$ cat src/rtl/exanet_axis_vc_monitor.sv
// Passive AXIS packet monitor: per-VC header/payload/footer beat counters with
// snapshot-and-clear epochs, registered snapshot readout and sticky error flags.
module exanet_axis_vc_monitor #(
  parameter int unsigned NUM_VC    = 4,
  parameter int unsigned CNT_W     = 32,
  parameter int unsigned MAX_BEATS = 16,
  localparam int unsigned VC_W     = (NUM_VC > 1) ? $clog2(NUM_VC) : 1
) (
  input  logic             ACLK,
  input  logic             ARESET,
  input  logic             mon_TVALID,
  input  logic             mon_TREADY,
  input  logic             mon_TLAST,
  input  logic [VC_W-1:0]  mon_vc,
  input  logic             snap_req,
  input  logic [VC_W-1:0]  rd_vc,
  output logic [CNT_W-1:0] rd_hdr,
  output logic [CNT_W-1:0] rd_pld,
  output logic [CNT_W-1:0] rd_ftr,
  input  logic             err_clr,
  output logic             err_len,
  output logic             err_vc,
  output logic             sat,
  output logic             in_pkt
);

  localparam logic [CNT_W-1:0] ALL1     = '1;
  localparam logic [VC_W:0]    NUM_VC_L = (VC_W+1)'(NUM_VC);
  localparam logic [8:0]       MAX_L    = 9'(MAX_BEATS);
  localparam int unsigned      K_HDR    = 0;
  localparam int unsigned      K_PLD    = 1;
  localparam int unsigned      K_FTR    = 2;

  typedef enum logic {IDLE, IN_PKT} state_t;

  state_t           state_q, state_d;
  logic [VC_W-1:0]  cur_vc_q, cur_vc_d;
  logic [7:0]       len_q, len_d;
  logic [8:0]       len_inc;
  logic             len_err_c;
  logic             vc_err_c;
  logic             sat_c;
  logic [VC_W-1:0]  cnt_vc_c;
  logic             cnt_ok_c;
  logic [2:0]       kind_c;
  logic             rd_ok_c;

  logic [CNT_W-1:0]  live_q [3][NUM_VC];
  logic [CNT_W-1:0]  snap_q [3][NUM_VC];
  logic [NUM_VC-1:0] hit_c  [3];

  // Saturating increment of one live counter.
  function automatic logic [CNT_W-1:0] bump(input logic [CNT_W-1:0] v, input logic hit);
    return (hit && (v != ALL1)) ? v + CNT_W'(1) : v;
  endfunction

  assign len_inc = {1'b0, len_q} + 9'd1;

  // FSM next state and beat classification (header / payload / footer).
  always_comb begin
    state_d   = state_q;
    cur_vc_d  = cur_vc_q;
    len_d     = len_q;
    len_err_c = 1'b0;
    vc_err_c  = 1'b0;
    cnt_vc_c  = cur_vc_q;
    kind_c    = 3'b000;
    if (mon_TVALID && mon_TREADY) begin
      case (state_q)
        IDLE: begin
          cur_vc_d       = mon_vc;
          cnt_vc_c       = mon_vc;
          len_d          = 8'd1;
          vc_err_c       = ({1'b0, mon_vc} >= NUM_VC_L);
          kind_c[K_HDR]  = 1'b1;
          kind_c[K_FTR]  = mon_TLAST;
          if (!mon_TLAST) state_d = IN_PKT;
        end
        IN_PKT: begin
          len_err_c      = (len_inc > MAX_L);
          len_d          = (len_q == 8'hFF) ? len_q : len_inc[7:0];
          kind_c[K_PLD]  = ~mon_TLAST;
          kind_c[K_FTR]  = mon_TLAST;
          if (mon_TLAST) state_d = IDLE;
        end
        default: state_d = IDLE;
      endcase
    end
  end

  assign cnt_ok_c = ({1'b0, cnt_vc_c} < NUM_VC_L);
  assign rd_ok_c  = ({1'b0, rd_vc} < NUM_VC_L);

  // Per-counter increment strobes and saturation detect in the live epoch.
  always_comb begin
    sat_c = 1'b0;
    for (int k = 0; k < 3; k++) begin
      for (int i = 0; i < NUM_VC; i++) begin
        hit_c[k][i] = kind_c[k] & cnt_ok_c & (cnt_vc_c == VC_W'(i));
        if (hit_c[k][i] && !snap_req && (live_q[k][i] == ALL1)) sat_c = 1'b1;
      end
    end
  end

  // FSM state, current packet VC and beat count.
  always_ff @(posedge ACLK or posedge ARESET) begin
    if (ARESET) begin
      state_q  <= IDLE;
      cur_vc_q <= '0;
      len_q    <= '0;
      in_pkt   <= 1'b0;
    end else begin
      state_q  <= state_d;
      cur_vc_q <= cur_vc_d;
      len_q    <= len_d;
      in_pkt   <= (state_d == IN_PKT);
    end
  end

  // Live counters; a snapshot copies them out and restarts the epoch in the same edge.
  always_ff @(posedge ACLK or posedge ARESET) begin
    if (ARESET) begin
      for (int k = 0; k < 3; k++) begin
        for (int i = 0; i < NUM_VC; i++) begin
          live_q[k][i] <= '0;
          snap_q[k][i] <= '0;
        end
      end
    end else begin
      for (int k = 0; k < 3; k++) begin
        for (int i = 0; i < NUM_VC; i++) begin
          if (snap_req) snap_q[k][i] <= live_q[k][i];
          live_q[k][i] <= bump(snap_req ? '0 : live_q[k][i], hit_c[k][i]);
        end
      end
    end
  end

  // Registered snapshot readout; out-of-range VC reads zero.
  always_ff @(posedge ACLK or posedge ARESET) begin
    if (ARESET) begin
      rd_hdr <= '0;
      rd_pld <= '0;
      rd_ftr <= '0;
    end else begin
      rd_hdr <= rd_ok_c ? snap_q[K_HDR][rd_vc] : '0;
      rd_pld <= rd_ok_c ? snap_q[K_PLD][rd_vc] : '0;
      rd_ftr <= rd_ok_c ? snap_q[K_FTR][rd_vc] : '0;
    end
  end

  // Sticky error flags; a set event beats a simultaneous clear.
  always_ff @(posedge ACLK or posedge ARESET) begin
    if (ARESET) begin
      err_len <= 1'b0;
      err_vc  <= 1'b0;
      sat     <= 1'b0;
    end else begin
      err_len <= (err_len & ~err_clr) | len_err_c;
      err_vc  <= (err_vc  & ~err_clr) | vc_err_c;
      sat     <= (sat     & ~err_clr) | sat_c;
    end
  end

endmodule

$ cat config.mk
export PLATFORM = sky130hd
export DESIGN_NAME = exanet_axis_vc_monitor
export DESIGN_NICKNAME = d
export VERILOG_FILES = /design/src/rtl/exanet_axis_vc_monitor.sv
export SDC_FILE = /design/constraint.sdc
export NUM_CORES = 2
export LEC_CHECK = 0
export ABC_AREA = 0
export BUFFER_PORTS_ARGS = -buffer_cell sky130_fd_sc_hd__buf_2
export CAP_MARGIN = 20
export CORE_MARGIN = 3
export CORE_UTILIZATION = 30
export CTS_CLUSTER_SIZE = 30
export DETAILED_ROUTE_END_ITERATION = 8
export PLACE_DENSITY_LB_ADDON = 0.15
export SLEW_MARGIN = 20
export SYNTH_ARGS = -nofsm -noshare
export SYNTH_HDL_FRONTEND = slang
export SYNTH_SLANG_ARGS = --single-unit
$ cat constraint.sdc
create_clock -name ACLK -period 33.1 [get_ports ACLK]
set_input_delay 6.62 -clock ACLK [delete_from_list [all_inputs] [get_ports ACLK]]
set_output_delay 6.62 -clock ACLK [all_outputs]
set_load 0.05 [all_outputs]
==> flow_summary_export.csv <==
group,metric,value,unit
synthesis,synth_edf_count,0,
timing,relSlewSlack,28.2,%
final_layout,fillers,12800,
timing,worstMarginPinSlew,1.06,ns
final_layout,regArea,22000,sq um
synthesis,async_flop_share,100,%
place,place_worst_setup_slack,22.44,ns
synthesis,ys_seq_area_share,55.8,%
synthesis,netlist_top_cells_area,"dfrtp_1 56%, mux2_2 11%, mux4_2 5.5%",
global_routing,grt_pass1_vias,25500,
timing,rsz0062_at_grt,"false",
floorplan,coreArea,130000,sq um
global_routing,grt_usage,15.6,%
cts,holdBufCountCts,0,
cts,clkTransAtPathRegs,0.06,ns
min_path,worstHoldPathType,"register to register",
power,leakage,20.6,nW
final_layout,multi_input_area,16800,sq um
place,portBuffers,110,
flow_run,maxCapViolCount,0,
critical_path,end_kind,"register",
timing,fmax,0.101,GHz
critical_path,cp_slowest_cell,"buf_4",
floorplan,die_y,368,microns
floorplan,rows,132,
synthesis,ys_ff_latch,878,
floorplan,die_w,368,microns
timing,hold_viol,0,
drt,wl,105,mm
critical_path,critPathMaxFanout,83,
timing,clock_skew,0.0230,ns
critical_path,worst_ep_required_time,33.66,ns
final_layout,nets,3372,
global_routing,grt_overflow,0,
power,ir_worst_vdd,36.4,uV
synthesis,yosysTopAreaCellShare,55.8,%
drt,drt-vias-per-instance,4.81,
critical_path,slowest_delay,0.64,ns
critical_path,start_kind,"input port",
cts,cts_setup_buffers,0,
cts,clock_sinks,878,
cts,cts_buffers,104,
timing,finalCriticalPeriod,9.94,ns
drt,drtIter0Drc,1762,
timing,postLayoutSetupSlackWorst,23.16,ns
cts,htreeDepth,3,
cts,root_buffer,"clkbuf_16",
cts,insertion_delay,0.70,ns
cts,cts_tree,"built",
drt,route.detailed.drc,0,
timing,tns,0,ns
floorplan,start_util,30.3,%
outcome,run_status,"finished, final reports clean",
timing,period_share,30.0,%
synthesis,yosys.area.top_type,"dfrtp_1",
floorplan,dieArea,136000,sq um
floorplan,pin_count,111,
synthesis,netlist_instances,3227,
synthesis,ys_warn_count,0,
critical_path,path_cells,"buf_8, buf_4, buf_4, nor2b_1, ha_1, and3b_1, and4_1, and4_1, nor3_1, nand4_1, xor2_1, nor2_1",
drt,via_count,24900,
synthesis,ys_types,58,
critical_path,critPathKind,"input port to register",
global_routing,grt_max_degree,167,
timing,finalMaxSlewViolations,0,
synthesis,synth-main-ff-cell,"dfrtp_1",
global_routing,grt_pass1_wl,164,mm
critical_path,arrival,10.50,ns
drt,routedWlPerCell,20.2,microns
global_routing,antenna_found_initial,6,
place,routabilityCongestion,0.766,
drt,drt_pass1_iterations,7,
cts,ctsLongestPathBuffers,3,
cts,post_cts_resized,0,
synthesis,synth.avg_cell_area,12.2,sq um
synthesis,syn-num-nets,3252,
synthesis,synth.most_common_cell,"dfrtp_1",
final_layout,drive_gt1_share,24.2,%
place,hpwl,70.4,mm
timing,setup_viol,0,
final_layout,area_growth,16.0,%
synthesis,synthesis.area,39400,sq um
synthesis,synth_commonest_cells,"878 x dfrtp_1, 396 x mux2_2, 354 x nor2_1, 197 x nand2_1, 183 x xor2_1",
power,power_density,52.8,nW/um^2
drt,ant_nets,0,
[logic make-up (layout without fill, tap and decap cells)]
kind of cell	count (synthesis)	count (layout)	share of synthesized area, %
AND/OR/NAND/NOR	1235	1235	16.1
flip-flops	878	878	55.8
multiplexers	494	494	16.9
XOR/XNOR	341	341	7.58
buffers and inverters	163	367	1.72
AO/OA/AOI/OAI	102	102	1.52
adder cells (fa/ha/maj)	14	14	0.445
other	0	5	0
[path summary, 6_finish.rpt]
check	start	endpoint	slack (ns)	cells past startpoint
min in group asynchronous	ARESET	live_q[230]	6.08	2
worst min register to register	snap_q[10]	snap_q[10]	0.50	1
max in group asynchronous	ARESET	rd_ftr[3]	24.00	5
worst min-delay path	snap_q[10]	snap_q[10]	0.50	1
worst max register to register	state_q	live_q[22]	29.65	7
worst max-delay path	snap_req	live_q[369]	23.16	12
[registers in the layout, summed over array words and instances (netlist names)]
name and count:
err_len 1, sat 1, live_q 384, len_q 8, snap_q 384, state_q 1
rd_pld 32, cur_vc_q 2, rd_hdr 32, err_vc 1, rd_ftr 32
[through the flow]
| step | std cells | area [sq um] | total power (W) | hold WS (ns) | utilization (%) |
|---|---|---|---|---|---|
| floorplan | 3227 | 39400 | 0.00116 | 0.465 | - |
| global route | 5173 | 45700 | 0.00251 | 0.511 | 35.2 |
| detailed placement | 4983 | 42000 | 0.00119 | 0.490 | 32.3 |
| CTS | 5173 | 45700 | 0.00246 | 0.504 | 35.1 |
| global placement | 4983 | 41900 | 0.00119 | 0.480 | 32.3 |
| finish | 5178 | 45700 | 0.00241 | 0.500 | 35.2 |
[layer usage]
metal / track usage, % / routed length (microns) / vias up
met3: 3.10 / 4360 / 141
li1: - / - / 11700
met5: 0 / 0 / -
met1: 23.0 / 51800 / 12700
met4: 3.99 / 2430 / 0
met2: 23.5 / 46200 / 355
[cell usage in the layout, fill, tap and decap left out, types with 77 or more instances in the layout]
master     Yosys  layout
buf_2         36     107
nand2_1      197     197
nand4_1      138     138
mux2_2       396     396
mux4_2        96      96
clkbuf_16      0     105
dfrtp_1      878     878
xnor2_1      158     158
nor2_1       354     354
nor2b_1       77      77
xor2_1       183     183
nand3_1      140     140
[cell type report]
class                   instances  share of cell area (%)
flip-flops and latches        878                    48.1
multi-input cells            2186                    36.7
clock buffers                 147                    6.58
well taps                    1742                    4.77
repair buffers                143                    1.95
clock inverters                43                    1.57
inverters                      34                   0.296
diodes                          5                  0.0274
[worst max-delay path: cells and delay by family]
kind | cells | cell delay (ns)
buffers and inverters | 3 | 1.68
adders and majority gates | 1 | 0.26
xor gates and xnor gates | 1 | 0.16
and+or+nand+nor | 7 | 1.60
[where the power goes]
part | switching, W | internal, W
combinational | 0.0000628 | 0.0000214
sequential | 0.00000456 | 0.00108
clock | 0.000476 | 0.000771
total | 0.000543 | 0.00187
Note: power is estimated with default switching activity, not from simulation.
